<file path="src/rtl/timer_irq_ctrl.sv">
// timer_irq_ctrl
//   Memory-mapped cycle timer with reload, sticky overflow status and a
//   three-state interrupt sequencer that drives the CPU irq input.
//
//   Register map (full 32-bit byte-address compare against BASE):
//     BASE+0x0  TH    reload value, R/W
//     BASE+0x4  TL    counter, R/W
//     BASE+0x8  TCON  bit0 EN (R/W), bit1 IE (R/W), bit2 ST (R, W1C)
//     BASE+0xC  OVC   overflow count, read-only, wraps
//
//   Ports:
//     clk        system clock, rising edge
//     reset      asynchronous, active-low reset
//     rd, wr     peripheral read / write strobes
//     addr       byte address
//     wdata      write data
//     rdata      combinational read data (0 unless rd and a decoded address)
//     pc_kernel  PC[31] of the current instruction
//     irq_taken  one-cycle pulse when the CPU vectors to the handler
//     irq        interrupt request
//     state      current sequencer state (IDLE=0, PEND=1, SERV=2)
//
//   Bus handshake: rd and wr are single-cycle qualifiers with no
//   backpressure; a write is accepted in the cycle wr=1 and takes effect at
//   the following rising edge, a read returns data combinationally in the
//   same cycle rd=1.
module timer_irq_ctrl #(
  parameter logic [31:0] BASE = 32'h4000_0000
) (
  input  logic        clk,
  input  logic        reset,
  input  logic        rd,
  input  logic        wr,
  input  logic [31:0] addr,
  input  logic [31:0] wdata,
  output logic [31:0] rdata,
  input  logic        pc_kernel,
  input  logic        irq_taken,
  output logic        irq,
  output logic [1:0]  state
);

  localparam logic [1:0] S_IDLE = 2'd0;
  localparam logic [1:0] S_PEND = 2'd1;
  localparam logic [1:0] S_SERV = 2'd2;

  logic [31:0] th;
  logic [31:0] tl;
  logic [31:0] ovc;
  logic        en;
  logic        ie;
  logic        st;
  logic [1:0]  s;
  logic [1:0]  s_next;

  logic wr_th;
  logic wr_tl;
  logic wr_tcon;
  logic tl_max;
  logic ovf;
  logic ovf_event;

  assign wr_th   = wr && (addr == BASE);
  assign wr_tl   = wr && (addr == BASE + 32'h4);
  assign wr_tcon = wr && (addr == BASE + 32'h8);
  assign tl_max  = (tl == 32'hFFFF_FFFF);

  // A write that clears EN in the overflow cycle cancels the overflow: no
  // reload and no status set, TL simply holds at all-ones.
  assign ovf = en && tl_max && !(wr_tcon && !wdata[0]);
  // A bus write to TL in the overflow cycle wins and also suppresses the
  // status/count side effects of that overflow.
  assign ovf_event = ovf && !wr_tl;

  always_ff @(posedge clk or negedge reset) begin
    if (!reset) begin
      th  <= '0;
      tl  <= '0;
      ovc <= '0;
      en  <= 1'b0;
      ie  <= 1'b0;
      st  <= 1'b0;
    end else begin
      if (wr_th) th <= wdata;

      // Reload uses the TH value from before this edge, so a TH write in
      // the overflow cycle only affects the next overflow.
      if (wr_tl)                 tl <= wdata;
      else if (ovf)              tl <= th;
      else if (en && !tl_max)    tl <= tl + 32'd1;

      if (wr_tcon) begin
        en <= wdata[0];
        ie <= wdata[1];
      end

      // A new overflow beats a simultaneous write-one-to-clear.
      if (ovf_event)                 st <= 1'b1;
      else if (wr_tcon && wdata[2])  st <= 1'b0;

      if (ovf_event) ovc <= ovc + 32'd1;
    end
  end

  always_comb begin
    s_next = s;
    case (s)
      S_IDLE: if (st && ie) s_next = S_PEND;
      S_PEND: begin
        if (irq_taken)       s_next = S_SERV;
        else if (!st || !ie) s_next = S_IDLE;
      end
      // Leave service only once the handler has acknowledged the status
      // and returned to user mode, so the request cannot re-enter.
      S_SERV: if (!st && !pc_kernel) s_next = S_IDLE;
      default: s_next = S_IDLE;
    endcase
  end

  always_ff @(posedge clk or negedge reset) begin
    if (!reset) s <= S_IDLE;
    else        s <= s_next;
  end

  // Kernel mode masks the request combinationally without dropping PEND.
  assign irq   = (s == S_PEND) && !pc_kernel;
  assign state = s;

  always_comb begin
    rdata = '0;
    if (rd) begin
      case (addr)
        BASE:          rdata = th;
        BASE + 32'h4:  rdata = tl;
        BASE + 32'h8:  rdata = {29'd0, st, ie, en};
        BASE + 32'hC:  rdata = ovc;
        default:       rdata = '0;
      endcase
    end
  end

endmodule

</file>
<file path="config.mk">
export PLATFORM = sky130hd
export DESIGN_NAME = timer_irq_ctrl
export DESIGN_NICKNAME = d
export VERILOG_FILES = /design/src/rtl/timer_irq_ctrl.sv
export SDC_FILE = /design/constraint.sdc
export NUM_CORES = 1
export LEC_CHECK = 0
export ABC_AREA = 0
export CORE_ASPECT_RATIO = 1.4
export CORE_UTILIZATION = 55
export DETAILED_ROUTE_END_ITERATION = 10
export MAX_ROUTING_LAYER = met4
export PLACE_DENSITY = 0.82
export RECOVER_POWER = 100
export REMOVE_ABC_BUFFERS = 1
export SLEW_MARGIN = 20
export SYNTH_ARGS = -nofsm -noshare
export SYNTH_HDL_FRONTEND = slang
export SYNTH_SLANG_ARGS = --single-unit
</file>
<file path="constraint.sdc">
create_clock -name clk -period 5.6 [get_ports clk]
set_input_delay 0.56 -clock clk [delete_from_list [all_inputs] [get_ports clk]]
set_output_delay 0.56 -clock clk [all_outputs]
set_load 0.03 [all_outputs]
</file>
; Word level (Yosys, flattened, before mapping)
; Cells that the tools add are included.
[classes]
n_reduce_logical = 24
n_addsub = 2
mux = 12
n_eq_ne = 10
[ops]
columns = operator, n
row1 = $eq A32 B31 Y1 const B, 4
row2 = $mux W32, 4
row3 = $pmux W32 S4, 1
row4 = $add A32 B1 Y32 const B, 2
row5 = $eq A32 B32 Y1 const B, 1
row6 = $logic_and A1 B1 Y1, 12
row7 = $mux W2, 4
row8 = $logic_not A1 Y1, 7
row9 = $pmux W2 S3, 1
row10 = $ne A2 B2 Y1 const B, 2
row11 = $ne A3 B3 Y1 const B, 1
row12 = $reduce_and A3 Y1, 1
row13 = $reduce_bool A3 Y1, 1
row14 = $eq A2 B1 Y1 const B, 1
row15 = $eq A2 B2 Y1 const B, 1
row16 = $logic_not A2 Y1, 1
row17 = $mux W1, 2
row18 = $reduce_bool A2 Y1, 1
row19 = $logic_or A1 B1 Y1, 1
[word_totals]
output_inout_bits = 35
reg_bits = 101
elab_cells = 55

; Logic depth before layout (Yosys ltp)
[logic_depth]
ltp_word = 7
mapped_depth = 10
ltp_nobuf = 7

; Worst setup path after synthesis
; Ideal clock, no wire load.
[synth_timing]
kind = input -> output
from = input addr[3]
to = output rdata[21]
path_slack_ns = 2.914
cell_stages = 6
arrival_time_ns = 2.126
path_buffers = 3
path_cell_list = clkbuf_1 > and2_1 > clkbuf_1 > buf_1 > a21oi_1 > nor2_1
[synth_via]
elab_chain_cells = 3
word_cells_on_any_way = 6
[synth_lines]
columns = element, line_no
row1 = "start, declared", 34  ; input logic [31:0] addr,
row2 = $eq A32 B31 Y1, 132  ; case (addr)
row3 = $pmux W32 S4 *, 132
row4 = $mux W32 *, 131  ; if (rd) begin
row5 = "end, declared", 36  ; output logic [31:0] rdata,
; Mark *: on every way between the ends. The rest lies on a longest branch, timed or not.

; Worst setup path after layout
[layout_timing]
from = input addr[11]
to = register tl[9]
[layout_via]
elab_chain_cells = 7
word_cells_on_any_way = 10
[layout_lines]
columns = element, line_no
row1 = $eq A32 B31 Y1, 65  ; assign wr_tcon = wr && (addr == BASE + 32'h8);
row2 = $logic_and A1 B1 Y1, 65
row3 = $logic_and A1 B1 Y1, 70  ; assign ovf = en && tl_max && !(wr_tcon && !wdata[0]);
row4 = $logic_not A1 Y1, 70
row5 = $logic_and A1 B1 Y1, 70
row6 = $mux W32, 89  ; else if (ovf) tl <= th;
row7 = $mux W32, 88  ; if (wr_tl) tl <= wdata;
row8 = "end signal, assigned", 88
row9 = "end signal, assigned", 89
row10 = "end signal, assigned", 90  ; else if (en && !tl_max) tl <= tl + 32'd1;
row11 = "end, declared", 48  ; logic [31:0] tl;
; Parallel ways exist; a longest one is shown, timed or not.
; A chain may end at the register's enable or synchronous reset.

==> results.json <==
{
  "crit_path_max_fanout": 52,
  "cts.reportedPaths.clkPinSlew_ns": 0.07,
  "most_common_cell_after_layout_fill_and_taps_aside": "dfrtp_1",
  "ys_ff_latch": 101,
  "worst_pin_slew_ns": 2.83,
  "die-height_um": 129,
  "num_antenna_cells": 0,
  "highest_delay_cell_along_the_critical_path": "and3_1",
  "synth_compound_area_share_pct": 12.6,
  "critPathArrivalTime_ns": 4.88,
  "pin_count": 105,
  "clock-sinks": 101,
  "initial_antenna_violation_count": 0,
  "drt_first_iter_violations": 597,
  "routabilityCongestion": 0.919,
  "fmaxAchievable_mhz": 215,
  "cts.repair_timing.setup_buffer_count": 0,
  "clk_root_buffer_cell": "clkbuf_16",
  "worst_path_most_repeated_cell": "and3_1",
  "synth_xor_area_share_pct": 4.44,
  "layout_min_cycle_time_ns": 4.65,
  "htreeDepth": 3,
  "min-delay-path-class": "flop to flop",
  "timing.max_cap.violations": 3,
  "power.density_nw_per_um2": 192,
  "asyncSetResetFlopFracSynth_pct": 100,
  "regToRegEndpoint": "tl[13]",
  "post_route_wl_um": 19500,
  "ctsLongestPathBuffers": 2,
  "area_growth_pct": 21.1,
  "worstHoldEndpoint": "ovc[31]",
  "cellLeakagePower_nw": 3.31,
  "worst_hold_path.num_cells": 1,
  "synthTopCellsByArea": "dfrtp_1, mux2_2, nor2_1, mux2i_1, nand3_1",
  "setup-tns-final_ns": 0,
  "violations": "capacitance limit, slew limit",
  "ys_types": 68,
  "synthAdderAreaFrac_pct": 0.397,
  "timing.max_slew.rel_slack_pct": -88.4,
  "synthFlopType": "dfrtp_1",
  "synthesis.instances": 698,
  "detail_route.vias_per_cell": 6.51,
  "final_hold_violation_count": 0,
  "total_grt_overflow": 0,
  "min_from": "ovc[31]",
  "cts.repair.resized": 0,
  "run_status": "complete, but fails checks",
  "timing.clock.skew_ns": 0.00875,
  "postRouteAntennaNets": 0,
  "clk_latency_ns": 0.35,
  "layout.cells.most_common_list": "dfrtp_1, nor2_1, clkdlybuf4s50_1",
  "reg2reg_depth": 6,
  "synth_top_area_share_pct": 40.1,
  "final_number_of_setup_violating_endpoints": 0,
  "vias": 6053,
  "combinational_family_with_the_most_area_after_synthesis": "simple AND/OR/NAND/NOR gates",
  "fraction_of_final_layout_cells_sized_beyond_drive_strength_1_pct": 8.49,
  "critPathKind": "primary input to flop",
  "floorplan.die_area_sq_um": 11900,
  "place_hpwl_um": 14000,
  "critPathLaunchType": "primary input",
  "timing_max_transition_violations_final": 134,
  "cts_tree": "done",
  "start_util_pct": 57.5,
  "placeableCoreArea_sq_um": 11000,
  "critical_path_sink_type": "flop",
  "muxShareOfSynthArea_pct": 11.7,
  "cells_along_the_critical_path": "dlygate4sd3_1 > nor4_1 > and4_1 > and3_1 > a211oi_2 > clkbuf_1 > and3_1 > or3_1",
  "synth_area_sq_um": 6310,
  "nNetsFinal": 856,
  "rsz0062_at_grt": "no",
  "cts_inserted_buffers": 9,
  "post_route_drc": 0,
  "yosys.area_share.simple_pct": 26.9,
  "first_global_vias": 5936,
  "maximum_number_of_pins_on_one_net_before_global_route_repair": 53,
  "dr.pass1.iters": 6,
  "number_of_buffers_inserted_for_hold_repair_after_clock_tree_synthesis": 0,
  "globalRouteTotalUtil_pct": 34.2,
  "critical_path_required_ns": 5.83,
  "synth-edff-count": 0,
  "crit-reg2reg-launch": "tl[8]",
  "final_clock_period_utilization_by_the_worst_path_pct": 83.1,
  "wire_per_inst_um": 20.9,
  "synth_area_leader_cell": "dfrtp_1",
  "num_rows": 45,
  "synthesized_area_divided_by_synthesized_cell_count_sq_um": 9.04,
  "regToRegSetupSlack_ns": 1.68,
  "peakVddDrop_mv": 0.142,
  "finalPower_mw": 1.47,
  "synthesis.yosys.warnings": 0,
  "chipWidth_um": 92.5,
  "critical_path.max_stage_delay_ns": 1.52,
  "grt_pass1_wl_um": 30500,
  "synth_seq_area_share_pct": 40.1,
  "numPortBuffers": 104
}
-- power by group --
group / switching (mW) / internal [mW]
Clock: 0.281 / 0.349
Combinational: 0.0537 / 0.0555
Sequential: 0.00179 / 0.730
Total: 0.336 / 1.13
-- state kept, by name (all words and copies together) (netlist names) --
register  flops
ovc          32
th           32
tl           32
state         2
en            1
ie            1
st            1
-- synthesized netlist by cell type (all sizes together), types with 19 or more instances --
library cell  count
dfrtp           101
nor2             93
nand3            55
nand2            53
a21oi            36
mux2             32
mux2i            31
clkbuf           27
nor3             26
xor2             21
nand4            20
inv              19
nor4             19
-- worst max-delay path by stage --
stage | startpoint | to | depth (start not counted)
final | addr[11] | tl[9] | 8
after global routing | addr[11] | tl[9] | 8
after CTS | addr[18] | rdata[17] | 7
after detailed placement | addr[18] | rdata[17] | 7
after global placement | addr[25] | rdata[26] | 7
after floorplan | addr[13] | tl[9] | 6
-- cells by family (layout without fill, tap and decap cells) --
group                      after synthesis  count (layout)
DFF                                    101             101
and+or+nand+nor                        325             325
adders and majority gates                2               2
buffers and inverters                   57             148
muxes                                   66              66
xor gates and xnor gates                32              32
AOI/OAI and AO/OA                      115             115
-- critical path, delay by kind of cell --
family | cells | cell delay (ns)
simple gates | 5 | 3.10
buf+inv | 2 | 1.17
compound gates | 1 | 0.02
-- metal layers --
metal / GRT usage, % / up-vias / routed length (um)
met5: - / - / 0
met4: 20.2 / 0 / 994
met3: 3.61 / 56 / 1160
met2: 56.2 / 282 / 9770
met1: 40.6 / 2966 / 7550
li1: - / 2749 / -
-- final cells by class --
type / instances / area, sq um
inverters: 19 / 71.3
repair buffers: 113 / 1090
clock inverters: 5 / 60.1
flip-flops and latches: 101 / 2530
multi-input cells: 540 / 3490
well taps: 141 / 176
fillers: 888 / 3340
clock buffers: 11 / 233
-- per-stage QoR --
| step | cell area (sq um) | hold WS [ns] | cells | setup slack, ns | utilization [%] |
|---|---|---|---|---|---|
| 2_1_floorplan | 6130 | 0.264 | 660 | 2.27 | - |
| 3_3_place_gp | 7410 | 0.459 | 914 | 1.65 | 67.5 |
| 3_5_place_dp | 7420 | 0.470 | 914 | 1.53 | 67.6 |
| 4_1_cts | 7710 | 0.273 | 930 | 1.52 | 70.2 |
| 5_1_grt | 7640 | 0.495 | 930 | 0.712 | 69.6 |
| 6_report | 7640 | 0.484 | 930 | 0.949 | 69.6 |
Note: power is estimated with default switching activity, not from simulation.
